## config.mk

```make
export PLATFORM = sky130hd
export DESIGN_NAME = mem_bus_arbiter
export DESIGN_NICKNAME = d
export VERILOG_FILES = /design/src/rtl/mem_bus_arbiter.sv
export SDC_FILE = /design/constraint.sdc
export NUM_CORES = 1
export LEC_CHECK = 0
export ABC_AREA = 1
export BUFFER_PORTS_ARGS = -buffer_cell sky130_fd_sc_hd__buf_2
export CAP_MARGIN = 5
export CORE_UTILIZATION = 30
export CTS_BUF_LIST = sky130_fd_sc_hd__clkbuf_4 sky130_fd_sc_hd__clkbuf_8
export DETAILED_ROUTE_END_ITERATION = 16
export PLACE_DENSITY_LB_ADDON = 0.08
export SYNTH_ARGS = -nofsm -noshare
export SYNTH_HDL_FRONTEND = slang
export SYNTH_SLANG_ARGS = --single-unit
```

## constraint.sdc

```tcl
create_clock -name clk -period 5.4 [get_ports clk]
set_input_delay 0.81 -clock clk [delete_from_list [all_inputs] [get_ports clk]]
set_output_delay 0.81 -clock clk [all_outputs]
set_load 0.01 [all_outputs]
```

## src/rtl/mem_bus_arbiter.sv

```systemverilog
// Shares one single-ported memory bus between instruction fetch and MEM-stage data access.
// Optional feature: define BUS_TIMEOUT_EN for a 255-cycle bus timeout with a bus_err_o pulse.
module mem_bus_arbiter (
  input  logic        clk,
  input  logic        rst,
  input  logic        if_ce_i,
  input  logic [31:0] if_addr_i,
  output logic [31:0] if_data_o,
  input  logic        mem_req_i,
  input  logic        mem_we_i,
  input  logic [31:0] mem_addr_i,
  input  logic [31:0] mem_wdata_i,
  input  logic [3:0]  mem_sel_i,
  output logic [31:0] mem_rdata_o,
  input  logic        flush_i,
  output logic        bus_req_o,
  output logic        bus_we_o,
  output logic [31:0] bus_addr_o,
  output logic [31:0] bus_wdata_o,
  output logic [3:0]  bus_sel_o,
  input  logic [31:0] bus_rdata_i,
  input  logic        bus_ack_i,
  output logic        bus_err_o,
  output logic [5:0]  stall_o
);

  typedef enum logic [1:0] {StIdle, StFetch, StData} state_e;

  localparam logic [5:0] StallNone  = 6'b000000;
  localparam logic [5:0] StallFetch = 6'b000011;
  localparam logic [5:0] StallAll   = 6'b011111;

  state_e      r_state;
  logic        r_ibuf_valid;
  logic [31:0] r_ibuf;
  logic        r_stale;

  logic        w_done;
  logic        w_stale;
  logic        w_ibuf_ok;
  logic [31:0] w_rdata;
  logic [31:0] w_if_data;
  logic [31:0] w_mem_rdata;
  logic [5:0]  w_stall;

`ifdef BUS_TIMEOUT_EN
  logic [7:0] r_cnt;
  logic       w_timeout;

  assign w_timeout = (r_state != StIdle) && (r_cnt == 8'hFF);
  assign w_done    = bus_req_o & (bus_ack_i | w_timeout);
  assign w_rdata   = bus_ack_i ? bus_rdata_i : 32'h0;
  assign bus_err_o = w_timeout & ~bus_ack_i;

  always_ff @(posedge clk or posedge rst) begin
    if (rst) begin
      r_cnt <= 8'h00;
    end else if (r_state == StIdle) begin
      r_cnt <= 8'h00;
    end else if (!bus_ack_i) begin
      r_cnt <= r_cnt + 8'h01;
    end
  end
`else
  assign w_done    = bus_req_o & bus_ack_i;
  assign w_rdata   = bus_rdata_i;
  assign bus_err_o = 1'b0;
`endif

  // A flush coinciding with an ack takes effect immediately.
  assign w_stale   = r_stale | flush_i;
  assign w_ibuf_ok = r_ibuf_valid & ~flush_i;

  always_comb begin
    w_stall     = StallNone;
    w_if_data   = 32'h0;
    w_mem_rdata = 32'h0;
    case (r_state)
      StIdle: begin
        if (mem_req_i) begin
          w_stall = StallAll;
        end else if (if_ce_i && !r_ibuf_valid) begin
          w_stall = StallFetch;
        end
      end
      StFetch: begin
        if (w_done && !w_stale && !mem_req_i) begin
          w_if_data = w_rdata;
        end else begin
          w_stall = mem_req_i ? StallAll : StallFetch;
        end
      end
      StData: begin
        if (!w_done) begin
          w_stall = StallAll;
        end else begin
          w_mem_rdata = bus_we_o ? 32'h0 : w_rdata;
          if (w_ibuf_ok) begin
            w_if_data = r_ibuf;
          end else begin
            w_stall = StallFetch;
          end
        end
      end
      default: ;
    endcase
  end

  assign stall_o     = rst ? StallNone : w_stall;
  assign if_data_o   = if_ce_i ? w_if_data : 32'h0;
  assign mem_rdata_o = w_mem_rdata;

  always_ff @(posedge clk or posedge rst) begin
    if (rst) begin
      r_state      <= StIdle;
      r_ibuf_valid <= 1'b0;
      r_ibuf       <= 32'h0;
      r_stale      <= 1'b0;
      bus_req_o    <= 1'b0;
      bus_we_o     <= 1'b0;
      bus_addr_o   <= 32'h0;
      bus_wdata_o  <= 32'h0;
      bus_sel_o    <= 4'h0;
    end else begin
      if (flush_i) begin
        r_ibuf_valid <= 1'b0;
      end
      case (r_state)
        StIdle: begin
          if (mem_req_i) begin
            bus_req_o   <= 1'b1;
            bus_we_o    <= mem_we_i;
            bus_addr_o  <= mem_addr_i;
            bus_wdata_o <= mem_wdata_i;
            bus_sel_o   <= mem_sel_i;
            r_state     <= StData;
          end else if (if_ce_i && !r_ibuf_valid) begin
            bus_req_o   <= 1'b1;
            bus_we_o    <= 1'b0;
            bus_addr_o  <= if_addr_i;
            bus_wdata_o <= 32'h0;
            bus_sel_o   <= 4'hF;
            r_stale     <= 1'b0;
            r_state     <= StFetch;
          end
        end
        StFetch: begin
          if (w_done) begin
            bus_req_o <= 1'b0;
            r_stale   <= 1'b0;
            r_state   <= StIdle;
            // Park the instruction so the pending data access can run first.
            if (!w_stale && mem_req_i) begin
              r_ibuf       <= w_rdata;
              r_ibuf_valid <= 1'b1;
            end
          end else if (flush_i) begin
            r_stale <= 1'b1;
          end
        end
        StData: begin
          if (w_done) begin
            bus_req_o    <= 1'b0;
            r_ibuf_valid <= 1'b0;
            r_state      <= StIdle;
          end
        end
        default: r_state <= StIdle;
      endcase
    end
  end

endmodule

```

==> impl_results.md, run 1 <==
* Die Width at about 140 um
* Initial antenna violation count at 2
* # diodes at 0
* LEAKAGE at 4.465 nW
* Clock skew at approximately 13 ps
* Total CTS buffers at 9
* CTS max path bufs at 2
* Final Wtd Congestion at about 0.71
* First-pass GRT wire length at 30550 um
* Layout cells sized above 1 at around a third
* Fin. Hold Viols at 0
* Cell Pwr Density at around 450 nW/um^2
* Worst R2R Path Depth at 5
* Max-cap violations at 0
* Pre-antenna DRT Iters at 4
* PostCTS Resize Cnt at 0
* RSZ-0062 raised after global routing: no
* Post-DP HPWL at roughly 13000 um
* # DRC at 0
* Post-Syn Area at between 5000 and 6000 um^2
* TNS Setup at 0 ps
* Slew @ Worst Pin at approximately 1200 ps
* Routed WL per cell at about 15 um
* Synth unique cells at 27
* Post-CTS setup buffers at 0
* Remaining antenna violation count at 0
* Total Routing Usage GR at 19.38%
* Syn Inst Count at 828
* Worst hold stages at 2
* Final Max Slew Viols at 0
* Vias in the first global route at between 5k and 6k
* TritonCTS clock tree: yes
* Worst-Skew Late Latency at between 300 and 400 ps
* Status: finished clean
* Worst-path clk slew at between 100 and 150 ps
* # nets final at roughly 1.2k
* Register area share after synthesis at 44.45%
* Die height at roughly 140 um
* Worst vdd ir at 156.3 uV
* Final WL at 19540 um
* Synth warn at 0
* Worst Setup Start Kind: input port
* Pin count of the biggest net entering global routing at between 70 and 80
* Overall power at 0.003432 W
* Min Tclk post-route at around 3700 ps
* DIE AREA at about 20000 um^2
* Initial DRC Count at ~270
* Core Area at between 15000 and 20000 um^2
* Rel. slew slack at between 10% and 20%
* CTS Root Cell: clkbuf_8
* Initial Util at 30.66%
* Worst EP arrival at ~3000 ps
* Register bit count reported by yosys at 106
* Area delta synth->final at 26.86%
* Total congestion overflow at 0
* H-tree levels at 3
* Final period utilization at 69.12%
* CP endpoint kind: output port
* Num rows at between 50 and 60
* CTS Sinks at between 100 and 150
* Avg Cell Area, Syn at 7.206 um^2
* CP required at 4590 ps
* Tightest Hold Check Type: register to register
* Max Freq at 267.9 MHz
* Hold-fix buffers at CTS at 0
* Final count of negative-setup-slack endpoints at 0
* WS Path Type: input port to output port
* Port Buffers at ~280
* I/O pin count at 280
* Critical Path Fanout Max at 37
* Via count at ~6.1k
* Vias per cell at between 4 and 5
## synth_stat cells
cell type | count | share of area [%]
inv_1 | 76 | 4.8
nor2_2 | 1 | 0.10
nor2_4 | 1 | 0.19
nand4_1 | 32 | 3.4
nand2_1 | 346 | 22
ha_1 | 4 | 0.84
nor2_1 | 9 | 0.57
clkbuf_1 | 16 | 1.0
nand2_2 | 1 | 0.10
o21ai_2 | 23 | 3.4
nor3_1 | 32 | 2.7
inv_2 | 1 | 0.063
buf_6 | 7 | 1.3
buf_1 | 3 | 0.19
o21bai_1 | 1 | 0.13
o21ai_1 | 11 | 0.92
clkinv_2 | 1 | 0.084
inv_4 | 1 | 0.10
nand4_2 | 1 | 0.21
dfrtp_1 | 106 | 44
a21oi_1 | 33 | 2.8
buf_2 | 24 | 2.0
and2_1 | 1 | 0.10
buf_4 | 18 | 2.3
conb_1 | 1 | 0.063
o21ai_0 | 8 | 0.67
nand3_1 | 70 | 5.9
## layer usage
layer  global-route usage [%]  wire, um  up-vias
met4                    6.395       310        2
li1                         -         -     3054
met5                        0        10        -
met1                    23.97      8445     2765
met2                    32.84      9366      219
met3                    4.795      1411       22
## flip-flops by register name, indices dropped and copies added, names as in the netlist
register and flops:
bus_addr_o 32, bus_wdata_o 32, r_ibuf 32, bus_sel_o 4, r_state 2, bus_req_o 1, bus_we_o 1, r_ibuf_valid 1
r_stale 1
## worst paths after layout
path | from | end | slack (ps)
worst min-delay path | bus_wdata_o[24] | bus_wdata_o[24] | 480
worst max-delay path | bus_ack_i | mem_rdata_o[1] | 1670
min in group asynchronous | rst | bus_wdata_o[14] | 510
worst min register to register | bus_wdata_o[24] | bus_wdata_o[24] | 480
max in group asynchronous | rst | bus_sel_o[1] | 3670
worst max register to register | r_stale | r_ibuf[0] | 2950
## cell families (layout without fill, tap and decap cells)
family,after synthesis,count (layout),share of synthesized area [%]
other,1,2,0.06285
flip-flops,106,106,44.45
buffers and inverters,147,381,11.83
adder cells (fa/ha/maj),4,4,0.8388
AO/OA/AOI/OAI,76,76,7.863
AND/OR/NAND/NOR,494,494,34.96
## power breakdown
part | total, W | switching [W] | internal, W
clock | 0.000511 | 0.000325 | 0.000187
combinational | 0.00156 | 0.00104 | 0.000518
sequential | 0.00136 | 0.000195 | 0.00116
## worst max-delay path, stage by stage
cell	delay, ps
buf_2	100
nand2_2	100
clkinv_2	470
nand2_1	1120
nor3_1	110
buf_2	200
## final cells by class
cell class              count  area, um^2
well taps                 265       331.6
clock inverters             7       81.33
fillers                  2180       11890
clock buffers               9       123.9
flip-flops and latches    106        2653
multi-input cells         576        2624
inverters                  79       302.8
repair buffers            286        1454
## stage by stage
step           hold WS (ps)  utilization (%)  worst slack (ps)  cell area [um^2]  cells
3_5_place_dp          452.7            37.84              1631              7365   1312
6_report              480.1            38.89              1667              7570   1328
3_3_place_gp          449.9            37.84              1730              7365   1312
4_1_cts               483.5            38.89              1631              7570   1328
5_1_grt               498.2            38.89              1474              7570   1328
2_1_floorplan         453.8                -             785.8              5971    829
## layout by cell type, fill, tap and decap left out
cell type / Yosys / final
inv_8: 0 / 2
nand3_1: 70 / 70
nor3_1: 32 / 32
clkinv_4: 0 / 1
dfrtp_1: 106 / 106
nand4_1: 32 / 32
inv_1: 76 / 75
nor2_1: 9 / 9
inv_2: 1 / 1
clkinv_2: 1 / 1
o21ai_2: 23 / 23
nand4_4: 0 / 1
o21ai_0: 8 / 8
inv_4: 1 / 2
o21bai_1: 1 / 1
conb_1: 1 / 2
nand2_1: 346 / 345
o21ai_1: 11 / 11
nand2_2: 1 / 2
buf_2: 24 / 277
buf_4: 18 / 9
nor2_2: 1 / 1
a21oi_1: 33 / 33
ha_1: 4 / 4
clkinv_8: 0 / 2
clkbuf_8: 0 / 9
and2_1: 1 / 1
nor2_4: 1 / 1
inv_6: 0 / 2
No activity file was read; power rests on OpenSTA's default activity.
==> run 2, diff against run 1 <==
==> constraint.sdc (replaced) <==
create_clock -name clk -period 3.6 [get_ports clk]
set_input_delay 0.54 -clock clk [delete_from_list [all_inputs] [get_ports clk]]
set_output_delay 0.54 -clock clk [all_outputs]
set_load 0.01 [all_outputs]
==> run 2 against run 1 <==
  * Hold slack got worse by 170 ps
  * Design area increased by 0.46%
  * Sequential power increased by 50%
  * Wire length decreased by 2.3%
  * Die area unchanged
  * Via count decreased by 2.1%
==> impl_results.md, run 2 (synthesized netlist as in run 1, its figures left out) <==
* Status: finished clean
* Total CTS buffers at 9
* Switching power of the nets at approximately 0.0023 W
* Combinational group share of total power at 45.6%
* TNS Setup at 0 ps
* Final Wtd Congestion at approximately 0.74
* Fin. Hold Viols at 0
* H-tree levels at 3
* Rel. slew slack at between 20% and 30%
* TritonCTS clock tree: yes
* First-pass GRT wire length at approximately 30000 um
* PostCTS Resize Cnt at 0
* Area delta synth->final at 27.45%
* Commonest non-fill, non-tap cell in the layout: nand2_1
* Total congestion overflow at 0
* Commonest non-fill, non-tap cells in the layout: nand2_1 (345), buf_2 (277), dfrtp_1 (106)
* Slew @ Worst Pin at ~1100 ps
* CTS Sinks at roughly 110
* I/O pin count at 280
* Final core occ at between 30% and 40%
* Worst-path clk slew at ~120 ps
* Clock skew at about 17 ps
* Vias in the first global route at roughly 5.8k
* CTS Root Cell: clkbuf_8
* Clock power frac at approximately 15%
* # nets final at around 1.2k
* Max Freq at approximately 330 MHz
* Num rows at 51
* CP endpoint kind: output port
* Hold-fix buffers at CTS at 0
* Post-CTS setup buffers at 0
* # fillers at around 2.1k
* Initial antenna violation count at 1
* WS Path Type: register to output port
* Critical Path Fanout Max at 32
* Top flop regs: bus_addr_o x32, bus_wdata_o x32, r_ibuf x32
* Final WL at roughly 19000 um
* Worst vdd ir at just over 300 uV
* Tightest Hold Check Type: input port to asynchronous set/reset pin
* Initial Util at 30.66%
* DIE AREA at 20460 um^2
* Max-cap violations at 0
* # diodes at 0
* Routed WL per cell at about 14 um
* CTS max path bufs at 2
* Die height at 143.0 um
* Layout cells sized above 1 at about a third
* Worst-Skew Late Latency at slightly below 400 ps
* LEAKAGE at ~4.5 nW
* Post-DP HPWL at 13310 um
* Die Width at about 140 um
* Worst Setup Start Kind: register
* Final Max Slew Viols at 0
* Via count at between 5k and 6k
* # DRC at 0
* Part of the power in registers at about two fifths
* Remaining antenna violation count at 0
* Min Tclk post-route at about 3000 ps
* Vias per cell at between 4 and 5
* Final period utilization at between 80% and 90%
* Port Buffers at 277
* Pre-antenna DRT Iters at 5
* CP required at 3060 ps
* Total Routing Usage GR at between 10% and 20%
* Final count of negative-setup-slack endpoints at 0
* Sw Share at 45.08%
* Pin count of the biggest net entering global routing at 73
* Core Area at slightly below 20000 um^2
* Pint at roughly 0.0028 W
* Worst EP arrival at between 2000 and 2500 ps
* Cell Pwr Density at 676.3 nW/um^2
* RSZ-0062 raised after global routing: no
* Initial DRC Count at approximately 240
run 2: layout make-up:
class | count | area [um^2] | share of cell area, %
clock buffer | 9 | 123.9 | 1.629
clock inverter | 7 | 80.08 | 1.053
inverter | 79 | 304.0 | 3.998
multi-input combinational | 576 | 2624 | 34.50
sequential | 106 | 2653 | 34.88
tap | 265 | 331.6 | 4.360
timing repair buffer | 289 | 1489 | 19.58
run 2: path summary, 6_finish.rpt:
check | start | to | slack (ps) | cells after the start
worst max register to register | r_state[1] | r_ibuf[5] | 1080 | 5
worst min register to register | bus_wdata_o[30] | bus_wdata_o[30] | 480 | 2
max in group asynchronous | rst | bus_addr_o[15] | 2010 | 4
worst min-delay path | rst | r_ibuf[26] | 310 | 3
min in group clk | mem_wdata_i[17] | bus_wdata_o[17] | 360 | 3
worst max-delay path | r_state[0] | mem_rdata_o[27] | 570 | 5
run 2: power by group through the flow:
| stage | Combinational, W | Clock, W | Sequential (W) |
|---|---|---|---|
| floorplan | 0.00135 | 0 | 0.00221 |
| global placement | 0.00239 | 0 | 0.00206 |
| detailed placement | 0.00242 | 0 | 0.00204 |
| CTS | 0.00241 | 0.000804 | 0.00204 |
| global route | 0.00266 | 0.000846 | 0.00212 |
| finish | 0.00234 | 0.000764 | 0.00204 |
run 2: metrics by stage:
stage | setup slack [ps] | hold WS [ps] | cell area (um^2) | std cells | total power (W)
global placement | 773.7 | 449.7 | 7401 | 1315 | 0.004455
CTS | 458.2 | 312.2 | 7605 | 1331 | 0.005254
detailed placement | 750.0 | 452.6 | 7401 | 1315 | 0.004462
floorplan | 475.1 | 453.8 | 5974 | 829 | 0.003565
finish | 574.6 | 310.9 | 7605 | 1331 | 0.005143
global route | 347.1 | 341.3 | 7605 | 1331 | 0.005625
run 2: routing by layer:
layer  vias to the layer above  wire (um)  share of wire, %  GRT usage (%)
met5                         -         13             0.068              0
met4                         2        224               1.2          6.169
met3                        17       1216               6.4          4.561
met2                       171       9510                50          32.02
met1                      2674       8124                43          24.00
li1                       3072          -                 -              -
run 2: worst max-delay path, cell delays in order (launching register included):
cell and delay, ps:
dfrtp_1 420, inv_1 100, ha_1 430, inv_1 570
nor3_1 390, buf_2 180
==> run 3, diff against run 2 <==
--- a/config.mk
+++ b/config.mk
@@ -5,7 +5,7 @@
 export SDC_FILE = /design/constraint.sdc
 export NUM_CORES = 1
 export LEC_CHECK = 0
-export ABC_AREA = 1
+export ABC_AREA = 0
 export BUFFER_PORTS_ARGS = -buffer_cell sky130_fd_sc_hd__buf_2
 export CAP_MARGIN = 5
 export CORE_UTILIZATION = 30
==> constraint.sdc (replaced) <==
create_clock -name clk -period 2.5 [get_ports clk]
set_input_delay 0.375 -clock clk [delete_from_list [all_inputs] [get_ports clk]]
set_output_delay 0.375 -clock clk [all_outputs]
set_load 0.01 [all_outputs]
==> run 3 against run 2 <==
  * Design area decreased by 3.6%
  * Hold slack worse by 160 ps
  * Area after synthesis is 9.6% lower
  * Core utilization is 3.0 points higher
  * Count of clock-buffer cells in the layout is the same
  * Register-to-register slack worse by 440 ps
  * Global-route usage decreased by 2.9 points
  * Die area shrank 9.4%
  * Wire length shrank 21%
  * Via count down 24%
==> impl_results.md, run 3 <==
* Status: finished clean
* DIE AREA at 18520 um^2
* Reg2reg start: bus_req_o
* Total congestion overflow at 0
* Syn Inst Count at 457
* LEAKAGE at about 3.7 nW
* Vias per cell at ~4.7
* Switching power of the nets at ~0.0027 W
* CTS Sinks at roughly 110
* Final core occ at 42.08%
* CP Buf/Inv Count at 1
* Critical Path Fanout Max at 11
* Post-Syn Area at between 5000 and 6000 um^2
* Top_reg_cell synth: dfrtp_1
* Core Area at roughly 17000 um^2
* First-pass GRT wire length at 23270 um
* # nets final at a little under 900
* Worst Setup SP: bus_req_o
* Commonest non-fill, non-tap cells in the layout: buf_2 (277), dfrtp_1 (106), nand2_1 (52)
* RSZ-0062 raised after global routing: no
* CP peak stage delay at about 470 ps
* CP required at about 2100 ps
* Vias in the first global route at about 4.4k
* Top post-synthesis cells by count: dfrtp_1 (106), nand2_1 (52), mux2_2 (45), a22o_1 (34), and2_1 (33)
* Remaining antenna violation count at 0
* Hold-fix buffers at CTS at 0
* Min Tclk post-route at 2354 ps
* Asr flop ratio synth at 100.0%
* Synth warn at 0
* CP top delay family: compound AO/OA/AOI/OAI gates
* TritonCTS clock tree: yes
* Post-synth EDFFs at 0
* Slowest cell on crit path: dfrtp_1
* Final count of negative-setup-slack endpoints at 0
* Worst Setup Start Kind: register
* Top-area cell type share of the netlist area at between 40% and 50%
* Initial DRC Count at about 120
* WHS at ~150 ps
* Register area share after synthesis at 49.17%
* CTS Root Cell: clkbuf_8
* Num rows at between 40 and 50
* Worst-path clk slew at between 100 and 150 ps
* Worst vdd ir at 499.5 uV
* CP Cell Sequence: and4bb_2, a21bo_1, a311oi_1, buf_2
* Routed WL per cell at between 15 and 20 um
* Register bit count reported by yosys at between 100 and 150
* Die height at around 140 um
* Fin. Hold Viols at 0
* Part of the power in registers at between 30% and 40%
* Synth unique cells at 37
* Final period utilization at 94.18%
* Avg Cell Area, Syn at approximately 12 um^2
* Max Freq at between 400 and 500 MHz
* R2R setup slack at 640 ps
* Tightest Hold Check Type: input port to asynchronous set/reset pin
* Port Buffers at between 200 and 300
* Initial antenna violation count at 1
* Initial Util at between 30% and 40%
* Final Wtd Congestion at around 0.8
* Final WL at 15150 um
* Total Routing Usage GR at between 10% and 20%
* Area delta synth->final at 35.83%
* Slew @ Worst Pin at slightly below 900 ps
* Top flop regs: bus_addr_o x32, bus_wdata_o x32, r_ibuf x32
* H-tree levels at 3
* Clock skew at 10.53 ps
* Final Max Slew Viols at 0
* Layout cells sized above 1 at ~55%
* Max-cap violations at 0
* Die Width at about 140 um
* Sw Share at between 30% and 40%
* Commonest non-fill, non-tap cell in the layout: buf_2
* CP endpoint kind: output port
* Worst-Skew Late Latency at roughly 380 ps
* Count leader, synth: dfrtp_1
* Area contributors post-synth: dfrtp_1 (49%), mux2_2 (9.4%), mux2_4 (8.1%)
* Via count at approximately 4.5k
* Pin count of the biggest net entering global routing at between 60 and 70
* Area leader, netlist: dfrtp_1
* Dpl cells at about 940
* CTS max path bufs at 2
* Rel. slew slack at between 40 and 50%
* Pre-antenna DRT Iters at 4
* Worst EP arrival at 1980 ps
* I/O pin count at 280
* WS Path Type: register to output port
* Overall power at ~0.0076 W
* Post-DP HPWL at ~11000 um
* Clock power frac at between 10% and 20%
* Combinational group share of total power at 43.7%
* # DRC at 0
* Pint at slightly below 0.005 W
* Cell Pwr Density at about 1000 nW/um^2
* Total CTS buffers at 9
* Post-Layout Cell Count at between 900 and 1k
[run 3: cell families (layout without fill, tap and decap cells)]
group | Yosys count | in the layout | share of synthesized area (%)
AND/OR/NAND/NOR | 115 | 115 | 10.97
flip-flops | 106 | 106 | 49.17
multiplexers | 96 | 96 | 22.05
AO/OA/AOI/OAI | 87 | 87 | 12.08
buffers and inverters | 48 | 318 | 4.731
adder cells (fa/ha/maj) | 4 | 4 | 0.9277
other | 1 | 3 | 0.06951
[run 3: metrics by stage]
stage                     worst slack (ps)  TNS (ps)  area [um^2]
after floorplan                      368.2         0         5403
after global placement               454.6         0         7010
after detailed placement             422.6         0         7010
after CTS                           -13.99    -28.07         7258
after global routing                 6.646         0         7326
final                                145.5         0         7328
[run 3: timing repair]
action / CTS / global route
buffers inserted: 0 / 1
cloned: 0 / 1
resized for setup: 0 / 13
endpoints found under the setup margin: 3 / 59
hold endpoints to repair: 0 / 0
[run 3: layout make-up]
class / instances / area, um^2
Multi-Input combinational cell: 304 / 2530
Sequential cell: 106 / 2653
Timing Repair Buffer: 295 / 1584
Clock inverter: 7 / 123.9
Inverter: 7 / 30.03
Fill cell: 1742 / 10090
Antenna cell: 1 / 2.502
Clock buffer: 9 / 123.9
Tap cell: 225 / 281.5
[run 3: final timing paths]
kind / to / cells after the start
worst max register to register: r_ibuf[28] / 4
max in group asynchronous: bus_wdata_o[25] / 3
worst min-delay path: r_ibuf[2] / 3
min in group clk: bus_wdata_o[29] / 2
worst max-delay path: stall_o[0] / 4
worst min register to register: bus_addr_o[7] / 1
[run 3: tightest hold or removal path: stages]
cell and delay [ps]:
buf_2 120, clkinvlp_4 60, buf_4 410
[run 3: metal layers]
metal	vias to the layer above	GRT usage (%)	share of wire, %
met1	2170	20.03	44
met5	-	0	0
met4	0	3.519	0.73
li1	2161	-	-
met3	6	5.332	7.3
met2	183	27.35	48
[run 3: power by group through the flow]
stage	registers [W]	logic, W	clock network, W
after global routing	0.00312	0.00365	0.00142
after CTS	0.00300	0.00328	0.00136
after floorplan	0.00326	0.00176	0
final	0.00300	0.00334	0.00129
after detailed placement	0.00301	0.00328	0
after global placement	0.00301	0.00323	0
